File: src/rtl/load_store_unit.sv
// Multi-cycle load/store unit: bridges the memory-access stage to a word-aligned
// req/ack data bus. It generates byte enables and lane-replicated store data, and it
// extends load data. Illegal, misaligned and timed-out accesses are reported as errors.
module load_store_unit #(
  parameter int TIMEOUT_CYC = 16,
  parameter int CNT_W       = 5
) (
  input  logic        clk,
  input  logic        rst,
  input  logic        req_valid,
  input  logic        req_we,
  input  logic [2:0]  req_funct3,
  input  logic [31:0] req_addr,
  input  logic [31:0] req_wdata,
  output logic        stall,
  output logic        done,
  output logic        err,
  output logic [31:0] load_data,
  output logic        bus_req,
  output logic        bus_we,
  output logic [31:0] bus_addr,
  output logic [3:0]  bus_be,
  output logic [31:0] bus_wdata,
  input  logic [31:0] bus_rdata,
  input  logic        bus_ack
);

  typedef enum logic [1:0] {IDLE, REQ, RESP} state_t;

  state_t           state;
  logic             we_q;
  logic [2:0]       funct3_q;
  logic [1:0]       offset_q;
  logic [CNT_W-1:0] cnt;

  logic             legal;
  logic [3:0]       be_c;
  logic [31:0]      wdata_c;
  logic [31:0]      rdata_shift;
  logic [15:0]      rdata_half;
  logic [31:0]      load_c;
  logic [CNT_W-1:0] cnt_inc;
  logic             timeout_hit;

  // Decode the incoming request; funct3[2] (unsigned) is only meaningful for byte/half loads.
  always_comb begin
    legal   = 1'b0;
    be_c    = 4'b0000;
    wdata_c = 32'h0;
    case (req_funct3[1:0])
      2'b00: begin
        legal   = 1'b1;
        be_c    = 4'b0001 << req_addr[1:0];
        wdata_c = {4{req_wdata[7:0]}};
      end
      2'b01: begin
        legal   = ~req_addr[0];
        be_c    = req_addr[1] ? 4'b1100 : 4'b0011;
        wdata_c = {2{req_wdata[15:0]}};
      end
      2'b10: begin
        legal   = (req_addr[1:0] == 2'b00) && !req_funct3[2];
        be_c    = 4'b1111;
        wdata_c = req_wdata;
      end
      default: legal = 1'b0;
    endcase
    if (req_we && req_funct3[2]) legal = 1'b0;
  end

  always_comb begin
    rdata_shift = bus_rdata >> {offset_q, 3'b000};
    rdata_half  = offset_q[1] ? bus_rdata[31:16] : bus_rdata[15:0];
    case (funct3_q)
      3'b000:  load_c = {{24{rdata_shift[7]}}, rdata_shift[7:0]};
      3'b001:  load_c = {{16{rdata_half[15]}}, rdata_half};
      3'b010:  load_c = bus_rdata;
      3'b100:  load_c = {24'h0, rdata_shift[7:0]};
      3'b101:  load_c = {16'h0, rdata_half};
      default: load_c = 32'h0;
    endcase
  end

  assign cnt_inc     = cnt + 1'b1;
  assign timeout_hit = (TIMEOUT_CYC != 0) && (cnt_inc == CNT_W'(TIMEOUT_CYC));
  assign stall       = req_valid & ~done;

  always_ff @(posedge clk) begin
    if (rst) begin
      state     <= IDLE;
      we_q      <= 1'b0;
      funct3_q  <= 3'b000;
      offset_q  <= 2'b00;
      cnt       <= '0;
      done      <= 1'b0;
      err       <= 1'b0;
      load_data <= 32'h0;
      bus_req   <= 1'b0;
      bus_we    <= 1'b0;
      bus_addr  <= 32'h0;
      bus_be    <= 4'b0000;
      bus_wdata <= 32'h0;
    end else begin
      case (state)
        IDLE: begin
          done <= 1'b0;
          if (req_valid) begin
            we_q     <= req_we;
            funct3_q <= req_funct3;
            offset_q <= req_addr[1:0];
            cnt      <= '0;
            if (legal) begin
              state     <= REQ;
              bus_req   <= 1'b1;
              bus_we    <= req_we;
              bus_addr  <= {req_addr[31:2], 2'b00};
              bus_be    <= be_c;
              bus_wdata <= wdata_c;
            end else begin
              state     <= RESP;
              done      <= 1'b1;
              err       <= 1'b1;
              load_data <= 32'h0;
            end
          end
        end
        REQ: begin
          cnt <= cnt_inc;
          // An ack on the timeout cycle still completes the access cleanly.
          if (bus_ack) begin
            state     <= RESP;
            bus_req   <= 1'b0;
            done      <= 1'b1;
            err       <= 1'b0;
            load_data <= we_q ? 32'h0 : load_c;
          end else if (timeout_hit) begin
            state     <= RESP;
            bus_req   <= 1'b0;
            done      <= 1'b1;
            err       <= 1'b1;
            load_data <= 32'h0;
          end
        end
        RESP: begin
          state   <= IDLE;
          done    <= 1'b0;
          bus_req <= 1'b0;
        end
        default: state <= IDLE;
      endcase
    end
  end

endmodule

File: config.mk
export PLATFORM = sky130hd
export DESIGN_NAME = load_store_unit
export DESIGN_NICKNAME = d
export VERILOG_FILES = /design/src/rtl/load_store_unit.sv
export SDC_FILE = /design/constraint.sdc
export NUM_CORES = 1
export LEC_CHECK = 0
export CAP_MARGIN = 20
export CORE_MARGIN = 4
export CORE_UTILIZATION = 40
export DETAILED_ROUTE_END_ITERATION = 10
export PLACE_DENSITY = 0.77
export RECOVER_POWER = 25
export SETUP_SLACK_MARGIN = 0.15
export SLEW_MARGIN = 20
export SYNTH_ARGS = -nofsm -noshare
export SYNTH_HDL_FRONTEND = slang
export SYNTH_SLANG_ARGS = --single-unit
File: constraint.sdc
create_clock -name clk -period 1.9 [get_ports clk]
set_input_delay 0.38 -clock clk [delete_from_list [all_inputs] [get_ports clk]]
set_output_delay 0.38 -clock clk [all_outputs]
set_load 0.03 [all_outputs]
==> impl_results.md <==
* Power per cell area at 836.7 mW/mm^2
* Final wirelength at 18.37 mm
* Routed wire per std cell at 17.22 um
* Gate Count Post-Synth at 657
* Drt drc at 0
* Top post-synthesis cells by area: dfxtp_1 (43%), a21oi_1 (9.7%), nand2_1 (7.9%)
* Die Y-Extent at 123.2 um
* Initial antenna violation count at 1
* Largest net degree at the start of global routing at 75
* Synth Area in Adders at 0.9432%
* Cell taking the most area after synthesis: dfxtp_1
* GRT overflow at 0
* Hold_buf cts at 0
* Unrepaired setup endpoints after global routing: yes
* CTS tree: yes
* IO Port Bufs at 206
* Clk sinks at 115
* Commonest cells in the netlist: dfxtp_1 (115), nand2_1 (112), a21oi_1 (103), nor2_1 (45), o21ai_0 (37)
* Final setup viols at 0
* Crit path kind: reg -> reg
* Synth Register Bits at 115
* Hold Violations, Final at 0
* Post-synthesis compound-gate area fraction at 27.49%
* Avg Cell Area, Syn at 8.077 um^2
* Clk Latency, worst-skew pair at 0.41 ns
* Peak Freq at 569.6 MHz
* Die Area at 0.01517 mm^2
* Sequential element share of the synthesized area at 43.39%
* Worst r2r dst: bus_wdata[7]$_SDFFE_PP0P_
* Worst-Margin Slew at 0.5740 ns
* Nets at 992
* Status: complete, no violations
* Hold crit path type: in -> reg
* Global-route wire length before repair at 27.80 mm
* Worst R2R Start: state[1]$_SDFFE_PP0P_
* Element type at the critical path start: flip-flop
* Fin Setup TNS at 0 ns
* Core Footprint at 0.01282 mm^2
* Hold EP: we_q$_SDFFE_PP0P_
* LEAKAGE at 3.632 nW
* H-tree depth at 4
* Initial Util at 41.38%
* Final Slew Violations at 0
* Critical path data required time at 2.19 ns
* Slew HR at 61.33%
* First-pass detailed-route iteration total at 5
* Gr usage total at 23.26%
* R2r setup slk at 0.14 ns
* Vias/cell at 5.443
* Post-Syn Area at 0.005306 mm^2
* Synth Area in Simple Gates at 20.84%
* Ant diodes at 0
* Share of cells above drive strength 1 at 14.30%
* I/O Pins at 209
* Antenna Nets Post-Route at 0
* FP Rows at 41
* Max-Cap Viols at 0
* Ys flop type: dfxtp_1
* Hold Path Stages at 4
* Clk slew on worst S/H paths at 0.05 ns
* R2R cell count at 9
* Worst Skew at 0.008098 ns
* Crit-path max FO at 7
* Distinct cells, synth at 50
* Post-synthesis xor/xnor area fraction at 0%
* Post-synth EDFFs at 0
* Area Overhead vs Synth at 60.93%
* Final GP Congestion at 0.9013
* DP HPWL at 12.70 mm
* Most common cell in the netlist: dfxtp_1
* Vias in the first global route at 5736
* Top cell type's share of synthesized area at 43.39%
* Post-synthesis mux area share at 1.627%
* Die X at 123.2 um
* CTS root buffer: clkbuf_16
* Synth warn at 0
* CP endpoint kind: flip-flop
* Max Buffers Root-to-Sink at 2
* Via count at 5808
* Min-delay src: req_we
* Peak supply drop at 0.6063 mV
* Fin crit share at 92.40%
* Final std cells w/o fill at 1067
* Arrival time at the worst endpoint at 2.04 ns
* Initial drt markers at 608
* Post-synth ARST share at 0%
* TritonCTS buffer count at 17
* Total power at 7.145 mW
* Minimum clock period at 1.756 ns
* Inst Count DP at 1023
* Combinational family with the most area after synthesis: compound AO/OA/AOI/OAI gates
-- cell families (layout without fill, tap and decap cells) --
kind of cell             after synthesis  count (layout)
buffers and inverters                 66             303
adder cells (fa/ha/maj)                4               4
other                                  1               2
AND/OR/NAND/NOR                      240             240
multiplexers                           7               7
AO/OA/AOI/OAI                        224             224
flip-flops                           115             115
-- cells in the final DEF, fill, tap and decap left out, drive strengths merged, types with 4 or more instances in the layout --
| cell | netlist | layout |
|---|---|---|
| a211oi | 8 | 8 |
| a21oi | 105 | 105 |
| a22oi | 4 | 4 |
| a31oi | 7 | 7 |
| and3 | 10 | 10 |
| buf | 27 | 54 |
| clkbuf | 28 | 28 |
| clkdlybuf4s50 | 0 | 93 |
| clkinv | 0 | 4 |
| dfxtp | 115 | 115 |
| dlygate4sd2 | 0 | 108 |
| ha | 4 | 4 |
| inv | 11 | 11 |
| nand2 | 112 | 112 |
| nand2b | 12 | 12 |
| nand3 | 18 | 18 |
| nor2 | 46 | 46 |
| nor2b | 20 | 20 |
| nor3 | 12 | 12 |
| o2111ai | 8 | 8 |
| o211ai | 18 | 18 |
| o21ai | 40 | 40 |
| o2bb2ai | 23 | 23 |
-- worst max-delay path, stage by stage (launching register included) --
cell and delay [ns]:
dfxtp_1 0.35, inv_1 0.10, ha_4 0.20, nand2_1 0.19, a21oi_4 0.06, buf_4 0.16
clkbuf_16 0.15, and3_1 0.15, a21oi_1 0.18, nor2_1 0.07
-- metrics by stage --
step / worst slack [ns] / utilization [%] / hold WS (ns) / instance area (um^2)
floorplan: 0.1060 / - / 0.4704 / 5324
global placement: -0.3464 / 60.81 / 0.4423 / 7799
detailed placement: -0.4439 / 60.81 / 0.4471 / 7799
CTS: 0.1644 / 64.96 / 0.4514 / 8330
global route: 0.07069 / 66.59 / 0.4055 / 8539
finish: 0.1445 / 66.59 / 0.4030 / 8539
-- registers in the layout, indices dropped and copies added, names as in the netlist --
register,cells
offset_q,2
bus_wdata,32
we_q,1
bus_be,4
bus_req,1
bus_addr,30
done,1
bus_we,1
cnt,5
err,1
state,2
load_data,32
funct3_q,3
-- area by class of cell --
type,count,area (um^2)
well taps,172,215.2
fillers,1068,4285
flip-flops and latches,115,2311
repair buffers,262,2618
clock inverters,6,80.08
multi-input cells,477,2803
inverters,11,41.29
clock buffers,24,471.7
-- worst max-delay path by stage --
stage	start	to	slack (ns)	depth (start not counted)
2_1_floorplan	offset_q[1]$_SDFFE_PP0P_	load_data[16]$_SDFFE_PP0P_	0.11	6
3_3_place_gp	req_addr[1]	load_data[1]$_SDFFE_PP0P_	-0.35	7
3_5_place_dp	req_addr[1]	load_data[15]$_SDFFE_PP0P_	-0.44	6
4_1_cts	offset_q[0]$_SDFFE_PP0P_	load_data[15]$_SDFFE_PP0P_	0.16	5
5_1_grt	state[1]$_SDFFE_PP0P_	bus_wdata[7]$_SDFFE_PP0P_	0.07	9
6_report	state[1]$_SDFFE_PP0P_	bus_wdata[7]$_SDFFE_PP0P_	0.14	9
-- where the power goes --
group	internal [mW]	total (mW)	switching [mW]
Combinational	0.695	1.55	0.851
Clock	1.97	3.00	1.03
Sequential	2.53	2.60	0.0716
-- timing repair --
| item | 4_1_cts | 5_1_grt |
|---|---|---|
| pin swaps | 7 | 22 |
| endpoints found under the setup margin | 196 | 63 |
| resized for setup | 121 | 28 |
| cloned | 2 | 3 |
| buffers inserted | 2 | 7 |
-- routing by layer --
metal  routed length [um]  GRT usage (%)  share of wire, %
met1                 7066          26.62                38
met2                 8922          38.84                49
met3                 1898          8.646                10
met4                  471          10.17               2.6
met5                   12              0             0.065
(Power assumes the default switching activity.)
